File: src/rtl/uart_tx_fifo.sv
// Buffered UART transmitter: ready/valid FIFO feeding a start/data/parity/stop framer.
// Define UART_TX_BREAK_EN to add the tx_break input and the line-break generator.
module uart_tx_fifo #(
  parameter int DATA_BITS  = 8,
  parameter int FIFO_DEPTH = 4
) (
  input  logic                          clk,
  input  logic                          rst_n,
  input  logic                          baud_tick,
  input  logic                          s_valid,
  output logic                          s_ready,
  input  logic [DATA_BITS-1:0]          s_data,
  input  logic [1:0]                    parity_mode,
  input  logic                          stop2,
`ifdef UART_TX_BREAK_EN
  input  logic                          tx_break,
`endif
  output logic                          tx_line,
  output logic                          tx_busy,
  output logic [$clog2(FIFO_DEPTH):0]   fifo_level
);

  localparam int AW = $clog2(FIFO_DEPTH);
  localparam int LW = AW + 1;
  localparam int CW = $clog2(DATA_BITS);
  localparam logic [LW-1:0] FULL_LVL = LW'(FIFO_DEPTH);
  localparam logic [CW-1:0] LAST_BIT = CW'(DATA_BITS - 1);

  localparam logic [2:0] S_IDLE   = 3'd0;
  localparam logic [2:0] S_START  = 3'd1;
  localparam logic [2:0] S_DATA   = 3'd2;
  localparam logic [2:0] S_PARITY = 3'd3;
  localparam logic [2:0] S_STOP1  = 3'd4;
  localparam logic [2:0] S_STOP2  = 3'd5;
`ifdef UART_TX_BREAK_EN
  localparam logic [2:0] S_BREAK  = 3'd6;
`endif

  logic [DATA_BITS-1:0] mem [FIFO_DEPTH];
  logic [AW-1:0]        wr_ptr, rd_ptr;
  logic [LW-1:0]        count, count_n;
  logic                 push, pop, empty;

  logic [2:0]           state, state_n;
  logic                 tx_n, launch;
  logic [DATA_BITS-1:0] shift;
  logic [CW-1:0]        bit_cnt;
  logic                 par_en_q, par_bit_q, stop2_q;

  assign empty      = (count == '0);
  assign s_ready    = (count != FULL_LVL);
  assign push       = s_valid && s_ready;
  assign fifo_level = count;
  assign count_n    = count + LW'(push) - LW'(pop);

  always_ff @(posedge clk) begin
    if (push) mem[wr_ptr] <= s_data;
  end

  always_ff @(posedge clk or negedge rst_n) begin
    if (!rst_n) begin
      wr_ptr <= '0;
      rd_ptr <= '0;
      count  <= '0;
    end else begin
      if (push) wr_ptr <= wr_ptr + AW'(1);
      if (pop)  rd_ptr <= rd_ptr + AW'(1);
      count <= count_n;
    end
  end

  // Every frame start (from IDLE or at end of frame) funnels through `launch`,
  // so break requests and back-to-back pops are decided in one place.
  always_comb begin
    state_n = state;
    tx_n    = tx_line;
    pop     = 1'b0;
    launch  = 1'b0;
    if (baud_tick) begin
      case (state)
        S_IDLE:  launch = 1'b1;
        S_START: begin
          tx_n    = shift[0];
          state_n = S_DATA;
        end
        S_DATA: begin
          if (bit_cnt == LAST_BIT) begin
            tx_n    = par_en_q ? par_bit_q : 1'b1;
            state_n = par_en_q ? S_PARITY : S_STOP1;
          end else begin
            tx_n = shift[0];
          end
        end
        S_PARITY: begin
          tx_n    = 1'b1;
          state_n = S_STOP1;
        end
        S_STOP1: begin
          if (stop2_q) begin
            tx_n    = 1'b1;
            state_n = S_STOP2;
          end else begin
            launch = 1'b1;
          end
        end
        S_STOP2: launch = 1'b1;
`ifdef UART_TX_BREAK_EN
        S_BREAK: begin
          if (!tx_break) begin
            tx_n    = 1'b1;
            state_n = S_IDLE;
          end
        end
`endif
        default: begin
          tx_n    = 1'b1;
          state_n = S_IDLE;
        end
      endcase
      if (launch) begin
`ifdef UART_TX_BREAK_EN
        if (tx_break) begin
          tx_n    = 1'b0;
          state_n = S_BREAK;
        end else
`endif
        if (!empty) begin
          pop     = 1'b1;
          tx_n    = 1'b0;
          state_n = S_START;
        end else begin
          tx_n    = 1'b1;
          state_n = S_IDLE;
        end
      end
    end
  end

  always_ff @(posedge clk or negedge rst_n) begin
    if (!rst_n) begin
      state     <= S_IDLE;
      tx_line   <= 1'b1;
      tx_busy   <= 1'b0;
      shift     <= '0;
      bit_cnt   <= '0;
      par_en_q  <= 1'b0;
      par_bit_q <= 1'b0;
      stop2_q   <= 1'b0;
    end else begin
      state   <= state_n;
      tx_line <= tx_n;
      tx_busy <= (state_n != S_IDLE) || (count_n != '0);
      if (pop) begin
        shift     <= mem[rd_ptr];
        bit_cnt   <= '0;
        par_en_q  <= (parity_mode == 2'b01) || (parity_mode == 2'b10);
        par_bit_q <= (^mem[rd_ptr]) ^ (parity_mode == 2'b10);
        stop2_q   <= stop2;
      end else if (baud_tick && (state == S_START || state == S_DATA)) begin
        shift <= shift >> 1;
        if (state == S_DATA) bit_cnt <= bit_cnt + CW'(1);
      end
    end
  end

endmodule

File: config.mk
export PLATFORM = sky130hd
export DESIGN_NAME = uart_tx_fifo
export DESIGN_NICKNAME = d
export VERILOG_FILES = /design/src/rtl/uart_tx_fifo.sv
export SDC_FILE = /design/constraint.sdc
export NUM_CORES = 1
export LEC_CHECK = 0
export ABC_CLOCK_PERIOD_IN_PS = 5300
export CAP_MARGIN = 20
export CORE_MARGIN = 3
export CORE_UTILIZATION = 45
export CTS_BUF_LIST = sky130_fd_sc_hd__clkbuf_16
export CTS_CLUSTER_DIAMETER = 100
export DETAILED_ROUTE_END_ITERATION = 8
export GPL_TIMING_DRIVEN = 0
export PLACE_DENSITY = 0.61
export SLEW_MARGIN = 20
export SYNTH_ARGS = -nofsm -noshare
export SYNTH_HDL_FRONTEND = slang
export SYNTH_SLANG_ARGS = --single-unit
File: constraint.sdc
create_clock -name clk -period 5.3 [get_ports clk]
set_clock_uncertainty 0.15 [all_clocks]
set_input_delay 1.06 -clock clk [delete_from_list [all_inputs] [get_ports clk]]
set_output_delay 1.06 -clock clk [all_outputs]
set_load 0.1 [all_outputs]
== Word level (Yosys, flattened, before mapping) ==
Memory sizes are Yosys's and may differ from the RTL's.
Index checks and enable logic that the tools add are counted.
Widths: inputs -> output; s select.
Storage, ports and cells
  register bits after elaboration: 26
  bits in writable memories: 32
  bits of input ports: 15
  output and inout bits: 6
  logic and storage cells: 70
  memories kept: 1
Memories
  mem: depth 4, width 8, read ports 1, clocked after Yosys merged registers in 0, wr ports 1, RTL line 39  | logic [DATA_BITS-1:0] mem [FIFO_DEPTH];
Operators by class
  add/subtract/negate cells: 5
  equal/unequal tests: 11
  multiplexer cells: 26
  bitwise gates (word level): 1
  reduce and logical (&&, ||, !) cells: 15
Operator list (count)
  $mux 3: 8
  $mux 8: 2
  $pmux 3 s5: 1
  $mux 1: 13
  $eq 3x3->1 const B: 3
  $reduce_xor 8->1: 1
  $eq 3x2->1 const B: 2
  $logic_not 3->1: 2
  $ne 3x3->1 const B: 2
  $reduce_bool 3->1: 2
  $add 2x1->2 const B: 2
  $pmux 1 s4: 1
  $reduce_bool 2->1: 2
  $add 3x1->3: 1
  $add 3x1->3 const B: 1
  $eq 3x1->1 const B: 1
  $logic_or 1x1->1: 3
  $reduce_and 3->1: 1
  $sub 3x1->3: 1
  $eq 2x1->1 const B: 1
  $eq 2x2->1 const B: 1
  $logic_and 1x1->1: 2
  $ne 2x1->1 const B: 1
  $pmux 1 s2: 1
  3 further kinds: 3

== Logic depth before layout (Yosys ltp) ==
  word-level depth: 9
  mapped depth: 13
  mapped depth without buffers: 11

== Worst setup path after synthesis ==
Ideal clock, no wire load.
  kind: flip-flop to flip-flop
  from: reg count[2] (netlist: fifo_level[2])
  to: reg tx_busy
  arrival: 3.920 ns
  setup slack: 1.092 ns
  stages on the path, launching flop included: 10
  path buffers: 0
  period minus slack after synthesis: 4.208 ns
  cell sequence: dfrtp_1 -> nand2_1 -> and2_1 -> inv_1 -> ha_1 -> inv_1 -> ha_1 -> fa_1 -> or3_1 -> or4_1
On the way
  elaborated cells on any way between the ends: 14
  those cells by class: add/sub: 2; eq/ne: 1; mux: 6; reduce/logical: 5
RTL lines
  start: declaration: RTL line 41  | logic [LW-1:0] count, count_n;
  start signal: assignment: RTL line 68  | count <= count_n;
  $ne 3x3->1: RTL line 51  | assign s_ready = (count != FULL_LVL);
  via s_ready: RTL line 11  | output logic s_ready,
  $logic_and 1x1->1: RTL line 52  | assign push = s_valid && s_ready;
  $add 3x1->3: RTL line 54  | assign count_n = count + LW'(push) - LW'(pop);
  $sub 3x1->3: RTL line 54
  via count_n[1]: RTL line 41
  $reduce_bool 3->1: RTL line 152  | tx_busy <= (state_n != S_IDLE) || (count_n != '0);
  $logic_or 1x1->1: RTL line 152
  end signal: assignment: RTL line 152
  end: declaration: RTL line 19  | output logic tx_busy,
The timed path passes the listed nets, and every way through them passes these cells.
A chain may end at the register's enable or synchronous reset.

== Worst setup path after layout ==
  from: in baud_tick
  to: reg tx_busy
On the way
  word-level cells in the longest chain between the ends: 4
  elaborated cells on any way between the ends: 6
  those cells by class: add/sub: 1; mux: 2; reduce/logical: 3
RTL lines
  start: declaration: RTL line 9  | input logic baud_tick,
  $mux 1: RTL line 79  | if (baud_tick) begin
  $sub 3x1->3: RTL line 54
  via count_n[1]: RTL line 41
  $reduce_bool 3->1: RTL line 152
  $logic_or 1x1->1: RTL line 152
The timed path passes the listed nets, and every way through them passes these cells.

==> reports/qor.csv <==
metric;value;unit
outcome;finished, final reports clean;
synth top area cells;edfxtp_1, dfrtp_1, ha_1;
Slew @ Worst Pin;0.965;ns
Worst Setup Start Kind;input pin;
CTS tree;built;
Worst Setup End Kind;flop;
routed via count;1543;
flops & latches, synth;58;
Post-Syn Instances;185;
top cells by count, synth;edfxtp_1, dfrtp_1, nand2_1, inv_1, o21ai_0;
Diodes inserted;0;
main combinational cell family by area after synthesis;compound AO/OA/AOI/OAI gates;
clock latency on the worst-skew pair;0.32;ns
Max Slew Vio Count;0;
Rows;27;
largest net degree at the start of global routing;27;
post-layout net count;241;
Initial Utilization;46.9;%
area growth from synthesis to layout;22.0;%
hold path start;shift[2];
Period minus WS final;4.11;ns
Seq/Total Area, Yosys;62.1;%
Pwr Density;687;mW/mm^2
I/O Pins;21;
crit share post-route;77.5;%
Syn Area/Cell;14.0;um^2
Rel. slew slack;35.4;%
area of the multi-input gates;888;um^2
Buf/Inv on CP;4;
Hold WC Path Type;flop to flop;
RSZ-0062 raised after global routing;false;
worst reg2reg path endpoint;tx_busy;
vias per cell;5.27;
Adder-Cell Fraction of Synth Area;5.11;%
# clock sinks;58;
Num CTS Buffers;9;
Die Ht;82.0;um
Synth top area share;37.0;%
antenna violations before repair;0;
Core Footprint;0.00554;mm^2
PortBufs;20;
worst-case clock buffer depth;2;
Worst Hold Path EP;shift[2];
final hold vios;0;
leakage power;1.31;nW
most frequent cell after synthesis;edfxtp_1;
Worst-path clk slew;0.05;ns
cts hold-fix bufs;0;
dpl ws;0.855;ns
fmax;243;MHz
grt ovf;0;
Post-synth top flop;edfxtp_1;
fraction of the mapped netlist area in compound gates;8.77;%
die area;0.00672;mm^2
post-synthesis simple-gate area fraction;7.61;%
first-pass GRT wire length;7.56;mm
WL per Instance;15.7;um
Final ANT Viol Nets;0;
mux contribution to synthesized area;7.52;%
Post-Syn Area;0.00260;mm^2
R2R cell count;12;
Die Span X;82.0;um
asr flop ratio synth;44.8;%
Syn Nets;210;
# fillers;448;
Post-CTS Setup Bufs;0;
Iteration-0 DRC Markers;104;
RePlAce Congestion;0.828;
DP HPWL;3.29;mm
gr usage total;15.6;%
Final WS setup;1.19;ns
drt first pass iters;4;
R2R Setup Slk;1.55;ns
EDFF count, synth;32;
CP delay by family, top;buffers and inverters;
TNS Setup;0;ns
worst path cell trace;clkdlybuf4s50_1, nand3_1, inv_1, buf_2, ha_1, inv_1, ha_1, fa_1, or3_1, or4_1;
Max Cap Viol;0;
Arr. time, crit path;4.14;ns
vias in the first global route;1597;
final setup violation count;0;
post-cts resize count;0;
Yosys Warn Count;0;
Post-route DRC;0;
crit path kind;input pin to flop;
peak supply drop;0.000338;V
largest area contributor in the netlist;edfxtp_1;
storage element area;0.00161;mm^2
Unique masters post-synth;38;
Post-Route WL;4.59;mm
worst-path maximum fanout;10;
Hold Crit Depth;1;
Worst EP required;5.33;ns
H-tree depth;3;
layout cells sized above 1;12.2;%
CTS Root Cell;clkbuf_16;
XOR/XNOR Fraction of Synth Area;5.20;%
CP max stage cell;clkdlybuf4s50_1;
CP peak stage delay;0.58;ns
RR Startpoint;state[0];
Hold Worst Slack;0.332;ns
[cell families (layout without fill, tap and decap cells)]
group,Yosys count,count (layout)
AND/OR/NAND/NOR,40,40
adder cells (fa/ha/maj),10,10
XOR/XNOR,13,13
buffers and inverters,22,58
AO/OA/AOI/OAI,34,34
multiplexers,8,8
flip-flops,58,58
[cells in the final DEF, fill, tap and decap left out, drive strengths merged, types with 3 or more instances in the layout]
cell           synthesis  final
edfxtp                32     32
dfrtp                 25     25
clkdlybuf4s50          0     19
nand2                 18     18
inv                   16     16
clkbuf                 3     12
o21ai                 11     11
ha                     9      9
xnor2                  9      9
mux4                   8      8
a21o                   6      6
nor3                   6      6
a22o                   6      6
clkinv                 0      6
and3                   4      4
buf                    3      4
a21oi                  3      3
o22ai                  3      3
xor2                   3      3
[worst max path at each step]
stage	from	to	slack [ns]	cells after the start
after floorplan	fifo_level[2]	tx_busy	1.09	9
after global placement	baud_tick	tx_busy	0.90	10
after detailed placement	baud_tick	tx_busy	0.85	10
after CTS	baud_tick	tx_busy	1.16	10
after global routing	baud_tick	tx_busy	0.99	10
final	baud_tick	tx_busy	1.19	10
[registers in the layout, indices dropped and copies added (netlist names)]
signal,count
par_bit_q,1
stop2_q,1
bit_cnt,3
mem,32
state,3
par_en_q,1
tx_busy,1
tx_line,1
wr_ptr,2
shift,8
rd_ptr,2
fifo_level,3
[through the flow]
| step | total power, W | area [um^2] | cells | util, % |
|---|---|---|---|---|
| floorplan | 0.00144 | 2600 | 185 | - |
| global placement | 0.00161 | 2890 | 277 | 52.1 |
| detailed placement | 0.00165 | 2880 | 277 | 52.0 |
| CTS | 0.00220 | 3170 | 293 | 57.2 |
| global route | 0.00232 | 3170 | 293 | 57.2 |
| finish | 0.00218 | 3170 | 293 | 57.2 |
[power by group]
group          switching, W  internal, W  total (W)
sequential        0.0000719     0.000634   0.000706
combinational      0.000542     0.000387   0.000929
clock              0.000183     0.000357   0.000540
[cell type report]
class	count	share of cell area (%)
sequential	58	50.9
multi-input combinational	105	28.1
clock buffer	9	7.11
inverter	16	1.90
buffer	6	1.11
tap	72	2.84
clock inverter	7	1.90
timing repair buffer	20	6.16
[per-layer routing]
metal / GRT usage (%) / part of all wire (%)
met1: 19.4 / 44
met5: 0 / 0
met2: 25.4 / 51
met4: 6.81 / 1.0
met3: 4.61 / 4.0
(Power assumes the default switching activity.)
